<file path="config.mk">
export PLATFORM = sky130hd
export DESIGN_NAME = usb_tx_serializer
export DESIGN_NICKNAME = d
export VERILOG_FILES = /design/src/rtl/usb_tx_serializer.sv
export SDC_FILE = /design/constraint.sdc
export NUM_CORES = 1
export LEC_CHECK = 0
export ABC_AREA = 0
export BUFFER_PORTS_ARGS = -buffer_cell sky130_fd_sc_hd__clkbuf_2
export CAP_MARGIN = 20
export CORE_MARGIN = 1.5
export CORE_UTILIZATION = 54
export CTS_CLUSTER_DIAMETER = 120
export DETAILED_ROUTE_END_ITERATION = 7
export GPL_ROUTABILITY_DRIVEN = 0
export PLACE_DENSITY = 0.84
export SETUP_SLACK_MARGIN = 0.3
export SYNTH_ARGS = -nofsm -noshare
export SYNTH_HDL_FRONTEND = slang
export SYNTH_SLANG_ARGS = --single-unit
</file>
<file path="constraint.sdc">
create_clock -name clk -period 3.15 [get_ports clk]
set_input_delay 0 -clock clk [delete_from_list [all_inputs] [get_ports clk]]
set_output_delay 0 -clock clk [all_outputs]
set_load 0.005 [all_outputs]
</file>
<file path="src/rtl/usb_tx_serializer.sv">
//==============================================================================
// Module   : usb_tx_serializer
// Brief    : USB transmit serializer. Sends SYNC, PID, payload, CRC16 and EOP
//            with on-the-fly bit stuffing and NRZI. Macro USB_TX_ABORT_EN adds
//            an abort port that cuts the packet short with an EOP.
// Revision : 1.0 - initial release
//==============================================================================
`default_nettype none

module usb_tx_serializer (
    input  logic        clk,
    input  logic        rst_n,
    input  logic        send_hshake,
    input  logic        send_data,
    input  logic [3:0]  pid,
    input  logic [63:0] data,
`ifdef USB_TX_ABORT_EN
    input  logic        abort,
`endif
    output logic [1:0]  bus_out,
    output logic        bus_en,
    output logic        tx_busy,
    output logic        tx_done
);

    localparam logic [2:0]  c_S_IDLE    = 3'd0;
    localparam logic [2:0]  c_S_SYNC    = 3'd1;
    localparam logic [2:0]  c_S_PID     = 3'd2;
    localparam logic [2:0]  c_S_DATA    = 3'd3;
    localparam logic [2:0]  c_S_CRC     = 3'd4;
    localparam logic [2:0]  c_S_EOP     = 3'd5;

    localparam logic [1:0]  c_LINE_J    = 2'b10;
    localparam logic [1:0]  c_LINE_K    = 2'b01;
    localparam logic [1:0]  c_LINE_X    = 2'b00;

    localparam logic [15:0] c_CRC_POLY  = 16'h8005;
    localparam logic [15:0] c_CRC_INIT  = 16'hFFFF;
    localparam logic [2:0]  c_STUFF_RUN = 3'd6;

    logic [2:0]  r_state;
    logic [2:0]  w_state_nxt;
    logic [5:0]  r_cnt;
    logic [5:0]  w_cnt_nxt;
    logic [2:0]  r_ones;
    logic [2:0]  w_ones_nxt;
    logic        r_line_j;
    logic        w_line_j_nxt;
    logic [15:0] r_crc;
    logic [15:0] w_crc_nxt;
    logic [63:0] r_data;
    logic [7:0]  r_pid_byte;
    logic        r_is_data;
    logic [1:0]  r_bus_out;
    logic [1:0]  w_bus_out_nxt;
    logic        r_bus_en;
    logic        w_bus_en_nxt;
    logic        r_tx_busy;
    logic        w_tx_busy_nxt;
    logic        r_tx_done;
    logic        w_tx_done_nxt;

    logic        w_req;
    logic        w_abort;
    logic        w_stuff;
    logic        w_raw;
    logic        w_last;
    logic        w_line_nrzi;
    logic        w_crc_fb;

    assign w_req = send_data | send_hshake;

`ifdef USB_TX_ABORT_EN
    assign w_abort = abort && (r_state != c_S_IDLE) && (r_state != c_S_EOP);
`else
    assign w_abort = 1'b0;
`endif

    // A stuffed zero is owed whenever six ones have gone out since PID entry.
    assign w_stuff = (r_ones == c_STUFF_RUN) &&
                     ((r_state == c_S_PID) || (r_state == c_S_DATA) ||
                      (r_state == c_S_CRC) || (r_state == c_S_EOP));

    // Raw bit for this cycle and whether it is the final bit of the field.
    always_comb begin
        w_raw  = 1'b0;
        w_last = 1'b0;
        case (r_state)
            c_S_SYNC: begin
                w_raw  = (r_cnt == 6'd7);
                w_last = (r_cnt == 6'd7);
            end
            c_S_PID: begin
                w_raw  = r_pid_byte[r_cnt[2:0]];
                w_last = (r_cnt == 6'd7);
            end
            c_S_DATA: begin
                w_raw  = r_data[r_cnt];
                w_last = (r_cnt == 6'd63);
            end
            c_S_CRC: begin
                w_raw  = ~r_crc[4'd15 - r_cnt[3:0]];
                w_last = (r_cnt == 6'd15);
            end
            c_S_EOP: begin
                w_last = (r_cnt == 6'd3);
            end
            default: begin
                w_raw  = 1'b0;
                w_last = 1'b0;
            end
        endcase
        if (w_stuff) begin
            w_raw  = 1'b0;
            w_last = 1'b0;
        end
    end

    assign w_line_nrzi = w_raw ? r_line_j : ~r_line_j;
    assign w_crc_fb    = r_crc[15] ^ w_raw;

    always_ff @(posedge clk or negedge rst_n) begin
        if (!rst_n) begin
            r_state <= c_S_IDLE;
        end else begin
            r_state <= w_state_nxt;
        end
    end

    always_comb begin
        w_state_nxt = r_state;
        case (r_state)
            c_S_IDLE: if (w_req)  w_state_nxt = c_S_SYNC;
            c_S_SYNC: if (w_last) w_state_nxt = c_S_PID;
            c_S_PID:  if (w_last) w_state_nxt = r_is_data ? c_S_DATA : c_S_EOP;
            c_S_DATA: if (w_last) w_state_nxt = c_S_CRC;
            c_S_CRC:  if (w_last) w_state_nxt = c_S_EOP;
            c_S_EOP:  if (w_last) w_state_nxt = c_S_IDLE;
            default:              w_state_nxt = c_S_IDLE;
        endcase
        if (w_abort) begin
            w_state_nxt = c_S_EOP;
        end
    end

    always_comb begin
        w_cnt_nxt     = r_cnt;
        w_ones_nxt    = r_ones;
        w_line_j_nxt  = r_line_j;
        w_crc_nxt     = r_crc;
        w_bus_out_nxt = c_LINE_X;
        w_bus_en_nxt  = 1'b0;
        w_tx_busy_nxt = r_tx_busy;
        w_tx_done_nxt = 1'b0;
        case (r_state)
            c_S_IDLE: begin
                if (w_req) begin
                    w_tx_busy_nxt = 1'b1;
                    w_line_j_nxt  = 1'b1;
                    w_crc_nxt     = c_CRC_INIT;
                    w_cnt_nxt     = 6'd0;
                    w_ones_nxt    = 3'd0;
                end
            end
            c_S_SYNC, c_S_PID, c_S_DATA, c_S_CRC: begin
                w_line_j_nxt  = w_line_nrzi;
                w_bus_out_nxt = w_line_nrzi ? c_LINE_J : c_LINE_K;
                w_bus_en_nxt  = 1'b1;
                if (r_state == c_S_SYNC || w_stuff || !w_raw) begin
                    w_ones_nxt = 3'd0;
                end else begin
                    w_ones_nxt = r_ones + 3'd1;
                end
                if (r_state == c_S_DATA && !w_stuff) begin
                    w_crc_nxt = {r_crc[14:0], 1'b0} ^ (w_crc_fb ? c_CRC_POLY : 16'h0000);
                end
                if (w_last) begin
                    w_cnt_nxt = 6'd0;
                end else if (!w_stuff) begin
                    w_cnt_nxt = r_cnt + 6'd1;
                end
            end
            c_S_EOP: begin
                if (w_stuff) begin
                    // Stuffing left over from the last field goes out before SE0.
                    w_line_j_nxt  = w_line_nrzi;
                    w_bus_out_nxt = w_line_nrzi ? c_LINE_J : c_LINE_K;
                    w_bus_en_nxt  = 1'b1;
                    w_ones_nxt    = 3'd0;
                end else begin
                    w_cnt_nxt = w_last ? 6'd0 : (r_cnt + 6'd1);
                    case (r_cnt)
                        6'd0, 6'd1: begin
                            w_bus_out_nxt = c_LINE_X;
                            w_bus_en_nxt  = 1'b1;
                        end
                        6'd2: begin
                            w_bus_out_nxt = c_LINE_J;
                            w_bus_en_nxt  = 1'b1;
                        end
                        default: begin
                            w_bus_out_nxt = c_LINE_X;
                            w_bus_en_nxt  = 1'b0;
                            w_tx_busy_nxt = 1'b0;
                            w_tx_done_nxt = 1'b1;
                        end
                    endcase
                end
            end
            default: begin
                w_cnt_nxt = 6'd0;
            end
        endcase
        // Abort drives the first SE0 immediately and resumes EOP at its second cycle.
        if (w_abort) begin
            w_bus_out_nxt = c_LINE_X;
            w_bus_en_nxt  = 1'b1;
            w_cnt_nxt     = 6'd1;
            w_ones_nxt    = 3'd0;
        end
    end

    always_ff @(posedge clk or negedge rst_n) begin
        if (!rst_n) begin
            r_cnt      <= 6'd0;
            r_ones     <= 3'd0;
            r_line_j   <= 1'b1;
            r_crc      <= c_CRC_INIT;
            r_data     <= 64'd0;
            r_pid_byte <= 8'd0;
            r_is_data  <= 1'b0;
            r_bus_out  <= c_LINE_X;
            r_bus_en   <= 1'b0;
            r_tx_busy  <= 1'b0;
            r_tx_done  <= 1'b0;
        end else begin
            r_cnt      <= w_cnt_nxt;
            r_ones     <= w_ones_nxt;
            r_line_j   <= w_line_j_nxt;
            r_crc      <= w_crc_nxt;
            r_bus_out  <= w_bus_out_nxt;
            r_bus_en   <= w_bus_en_nxt;
            r_tx_busy  <= w_tx_busy_nxt;
            r_tx_done  <= w_tx_done_nxt;
            if (r_state == c_S_IDLE && w_req) begin
                r_pid_byte <= {~pid, pid};
                r_is_data  <= send_data;
                if (send_data) begin
                    r_data <= data;
                end
            end
        end
    end

    assign bus_out = r_bus_out;
    assign bus_en  = r_bus_en;
    assign tx_busy = r_tx_busy;
    assign tx_done = r_tx_done;

endmodule

`default_nettype wire
</file>
Word-level counts from Yosys, hierarchy flattened
Cells that the tools add are included.
Widths: inputs -> output; s select.
- $add $sub $neg: 3
- multiply operators: 0
- divide/modulo/power cells: 0
- order comparisons: 3
- eq/ne operators: 23
- shift operators: 0
- mux-type cells: 49
- bitwise gates (word level): 6
- reductions and logical operators: 24
- operators by type and width (operator ; count):
    $mux 16 ; 3
    $pmux 16 s2 ; 1
    $mux 3 ; 10
    $mux 6 ; 5
    $ne 2x2->1 const B ; 10
    $pmux 3 s6 ; 1
    $pmux 6 s3 ; 1
    $xor 16x16->16 ; 1
    $mux 1 ; 15
    $eq 6x2->1 const B ; 2
    $eq 3x3->1 const B ; 3
    $pmux 3 s3 ; 1
    $reduce_and 3->1 ; 3
    $pmux 1 s4 ; 2
    $lt 6x7->1 const B ; 1
    $add 6x1->6 const B ; 1
    $bmux 1 s6 ; 1
    $eq 3x2->1 const B ; 2
    $eq 6x1->1 const B ; 1
    $eq 6x3->1 const B ; 1
    $eq 6x4->1 const B ; 1
    $eq 6x6->1 const B ; 1
    $logic_not 6->1 ; 1
    $mux 2 ; 3
    27 further kinds ; 37
- register bits: 107
- latch bits: 0
- bits in writable memories: 0
- memory bits (read-only): 0
- input bits: 72
- output and inout bits: 5
- word-level logic and storage cells: 120
- memories kept: 0

Logic depth before layout (Yosys ltp)
- word-level depth: 11
- mapped depth: 11
- gate-level depth less buffers: 10

Worst setup path after synthesis
OpenSTA, ideal clock, no wires.
- path kind: register -> register
- from: register r_state[1]
- to: register r_cnt[3]
- setup time: 66 ps
- arrival: 2633 ps
- required time: 3084 ps
- setup slack: 451 ps
- stages on the path, launching flop included: 11
- path buffers: 2
- clock period less this slack: 2699 ps
- path through: dfrtp_1 > buf_2 > clkinv_1 > ha_1 > or2_2 > clkbuf_1 > o21a_1 > nand2b_1 > or2_1 > or3b_2 > nand2_1
- longest elaborated chain between the ends: 9
- elaborated cells on any way between the ends: 22
- those cells by class: eq/ne (8); mux (6); reduce/logical (8)
- ends and longest elaborated chain (item ; line ; source):
    from (decl) ; 41 ; logic [2:0] r_state;
    from (signal assigned) ; 124 ; r_state <= c_S_IDLE;
    from (signal assigned) ; 126 ; r_state <= w_state_nxt;
    parallel branches: the longest is 9 deep, another holds $mux 6 ; n/a ;
    to (signal assigned) ; 237 ; r_cnt <= w_cnt_nxt;
    to (decl) ; 43 ; logic [5:0] r_cnt;
Several ways; the timed one is not identified. The select of a mux whose other input is x is not followed.
A chain may end at the register's enable or synchronous reset.

Final worst setup path
- from: register r_state[2]
- to: register r_cnt[3]
Same word-level chain as after synthesis.

==> key figures <==
Status
  • Status: completed

STA
  • # setup viols final: 0
  • TNS Setup: 0 ps
  • Peak Freq: between 300 and 400 MHz
  • Fin crit share: 83.9%
  • Relative slew slack: 42.5%
  • RSZ-0062 raised after global routing: false
  • Final min period: 2640 ps
  • Final Hold Fails: 0
  • Clock skew: 19.8 ps
  • Slew @ Worst Pin: 853 ps
  • Max Transition Viols Final: 0

Pwr
  • Combinational power share: 42.3%
  • LEAKAGE: 3.08 nW
  • Pint: roughly 3.7 mW
  • Power per Cell Area: 853 nW/µm²
  • Sw Pwr: between 2 and 2.5 mW
  • Sw Ratio: 37.7%
  • Worst VDD drop: about 0.52 mV
  • Clk pwr share: between 10% and 20%
  • Reg power frac: 44.0%

Global route
  • Most used routing layer: met2
  • Vias in the first global route: roughly 4.5k
  • Initial antenna violation count: 0
  • Gr usage total: 27.7%
  • Met3 GRT Util: roughly 7.3%
  • Met2 Resource Use GR: 47.6%
  • Met1 GRT Util: 31.5%
  • First-pass GRT wire length: 23000 µm
  • Total grt overflow: 0
  • Pin count of the biggest net entering global routing: between 50 and 60

Setup path
  • Critical path fanouts, max: 12
  • Required @ worst endpoint: 3490 ps
  • Critical path's slowest cell: dfrtp_1
  • Family with the most delay on the worst path: simple AND/OR/NAND/NOR gates
  • CP Launch Point: r_state[2]$_DFFE_PN0P_
  • Critical path's largest stage delay: 590 ps
  • Crit path arrival time: about 3000 ps
  • Critical-path cell list: ha_1, or2_2, o21a_1, nand2b_1, or2_1, or3b_2, nand2_1
  • Crit path buffers/inverters: 0
  • Critical path launch point type: flop
  • Crit path kind: reg2reg
  • R2R setup slack: 510 ps
  • RR Startpoint: r_state[2]$_DFFE_PN0P_
  • CP endpoint kind: flop

Min path
  • Hold Path Class: in2reg
  • Worst Min Path Start: send_data

Synth
  • Mapped Nets: about 530
  • Most frequent cell after synthesis: dfrtp_1
  • Top-area cell type share of the netlist area: 41.3%
  • Top cells by count, synth: dfrtp_1, mux2_2, mux2i_1
  • Cells after synthesis: 444
  • Yosys cell types: 64
  • Asr flop ratio synth: 100%
  • Post-synth EDFFs: 0
  • Largest area contributor in the netlist: dfrtp_1
  • Register bit total from synthesis: ~110
  • Yosys Warn Count: 0
  • Cell area after synthesis: 5460 µm²
  • Sequential element share of the synthesized area: 49.5%
  • Mapped Avg Cell Area: 12.3 µm²
  • Top_reg_cell synth: dfrtp_1
  • Top cells by area, synth: dfrtp_1, mux2_2, dfstp_2

Layout
  • Share of cells above drive strength 1: 36.4%
  • Non-Filler Instances: around 730
  • Area Growth Syn to Fin: 26.4%
  • Diode count: 0
  • # fillers: between 600 and 700
  • Final net count: 670

Clock network
  • H-tree depth: 3
  • Maximum clock path buffer count: 2
  • TritonCTS buffer count: 9
  • CTS sink count: roughly 110
  • CTS tree: yes
  • Clock root buffer: clkbuf_8
  • Clk pin slew, worst setup/hold paths: 120 ps
  • Clk_lat worst skew: 400 ps

Route
  • Iter 0 DRT Violations: between 300 and 400
  • Routed via count: roughly 4.3k
  • DR pass1 iterations: 5
  • WL final: 14400 µm
  • DR WL/cell: 19.8 µm
  • Vias/cell: 5.90
  • Detail Route Antenna Nets: 0
  • DRC errors left: 0

Place
  • Dpl cells: 637
  • Final HPWL DP: 8650 µm
  • IO buf count: 76

Floorplanning
  • Row count: 36
  • Core Region: approximately 9800 µm²
  • Initial Util: 55.8%
  • Die Footprint: 10700 µm²
  • Die H: 104 µm
  • Die span in x: between 100 and 150 µm
  • Top-Level Pins: 77

Flow run
  • Maxcap violations: 0
==> worst reg2reg max path, cell delays in order (launching register included) <==
cell	delay (ps)
dfrtp_1	590
ha_1	340
or2_2	380
o21a_1	170
nand2b_1	260
or2_1	310
or3b_2	480
nand2_1	80
==> power by group through the flow <==
stage                     Sequential, mW  Clock, mW  Combinational, mW
after global placement              2.53          0               2.13
after global routing                2.64      0.869               2.68
after CTS                           2.56      0.815               2.30
after floorplan                     2.30          0               1.92
after detailed placement            2.59          0               2.22
final                               2.59      0.805               2.49
==> what timing repair did <==
action / CTS / global route
pin swaps: 0 / 0
hold endpoints to repair: 122 / 0
hold buffers: 69 / 0
gates cloned: 0 / 0
setup buffers: 0 / 5
resized for setup: 1 / 6
endpoints found under the setup margin: 1 / 13
==> routing by layer <==
layer	share of wire (%)	up-vias
met5	0	-
met4	5.6	0
met3	6.0	77
met2	51	203
met1	37	2084
li1	-	1927
==> flip-flops by register name (all words and copies together) (netlist names), 2 cells and up <==
| signal | flops |
|---|---|
| r_pid_byte | 8 |
| bus_out | 2 |
| r_state | 3 |
| r_ones | 3 |
| r_crc | 16 |
| r_data | 64 |
| r_cnt | 6 |
==> worst paths after layout <==
check / end / cells past startpoint
max in group asynchronous: r_crc[14]$_DFFE_PN1P_ / 3
min in group asynchronous: r_data[7]$_DFFE_PN0P_ / 2
worst max-delay path: r_cnt[3]$_DFFE_PN0P_ / 7
worst max register to register: r_cnt[3]$_DFFE_PN0P_ / 7
worst min register to register: r_is_data$_DFFE_PN0P_ / 1
worst min-delay path: r_state[0]$_DFFE_PN0P_ / 5
==> cell usage in the layout (no fill, tap or decap), types with 4 or more instances in the layout <==
cell type      netlist  final
o21ai_0             19     19
a22oi_1             10     10
inv_1               10     10
mux2i_1             30     30
dfstp_2             17     17
ha_1                 9      9
nor2_1              13     12
nand3_1              8      8
clkbuf_8             0      9
nand2b_1             5      5
mux2_2              71     71
a22o_1               4      4
a21oi_1              6      6
o22a_1              17     17
nor2b_1              6      6
nand2_1             24     24
buf_4                3     14
mux4_2               4      4
nor3_1              13     12
dfrtp_1             90     86
clkbuf_2             1     75
o31ai_1              4      4
dlygate4sd3_1        0     69
==> kinds of logic (layout without fill, tap and decap cells) <==
kind of cell | after synthesis | in the layout | share of synthesized area, %
muxes | 107 | 107 | 22.8
DFF | 107 | 107 | 49.5
adders and majority gates | 9 | 9 | 2.06
AOI/OAI and AO/OA | 82 | 82 | 11.3
xor gates and xnor gates | 5 | 5 | 1.06
and+or+nand+nor | 95 | 95 | 9.40
buffers and inverters | 39 | 189 | 3.92
==> through the flow <==
stage	setup slack, ps	total power [mW]	cell area, µm²	utilization [%]	hold WS [ps]
after floorplan	451	4.22	5460	-	-296
after global placement	377	4.66	5950	60.9	73.7
after detailed placement	312	4.81	5950	60.9	78.3
after CTS	360	5.68	6830	69.8	104
after global routing	358	6.20	6890	70.5	151
final	506	5.88	6890	70.5	118
==> cell type report <==
class                           count  area (µm²)  share of cell area [%]
Sequential cell                   107        2710                    39.3
Inverter                           11        41.3                   0.599
Tap cell                          133         166                    2.41
Timing Repair Buffer              162        1240                    18.0
Clock inverter                      6        57.6                   0.835
Clock buffer                       10         128                    1.85
Multi-Input combinational cell    298        2550                    37.0
(Power assumes the default switching activity.)
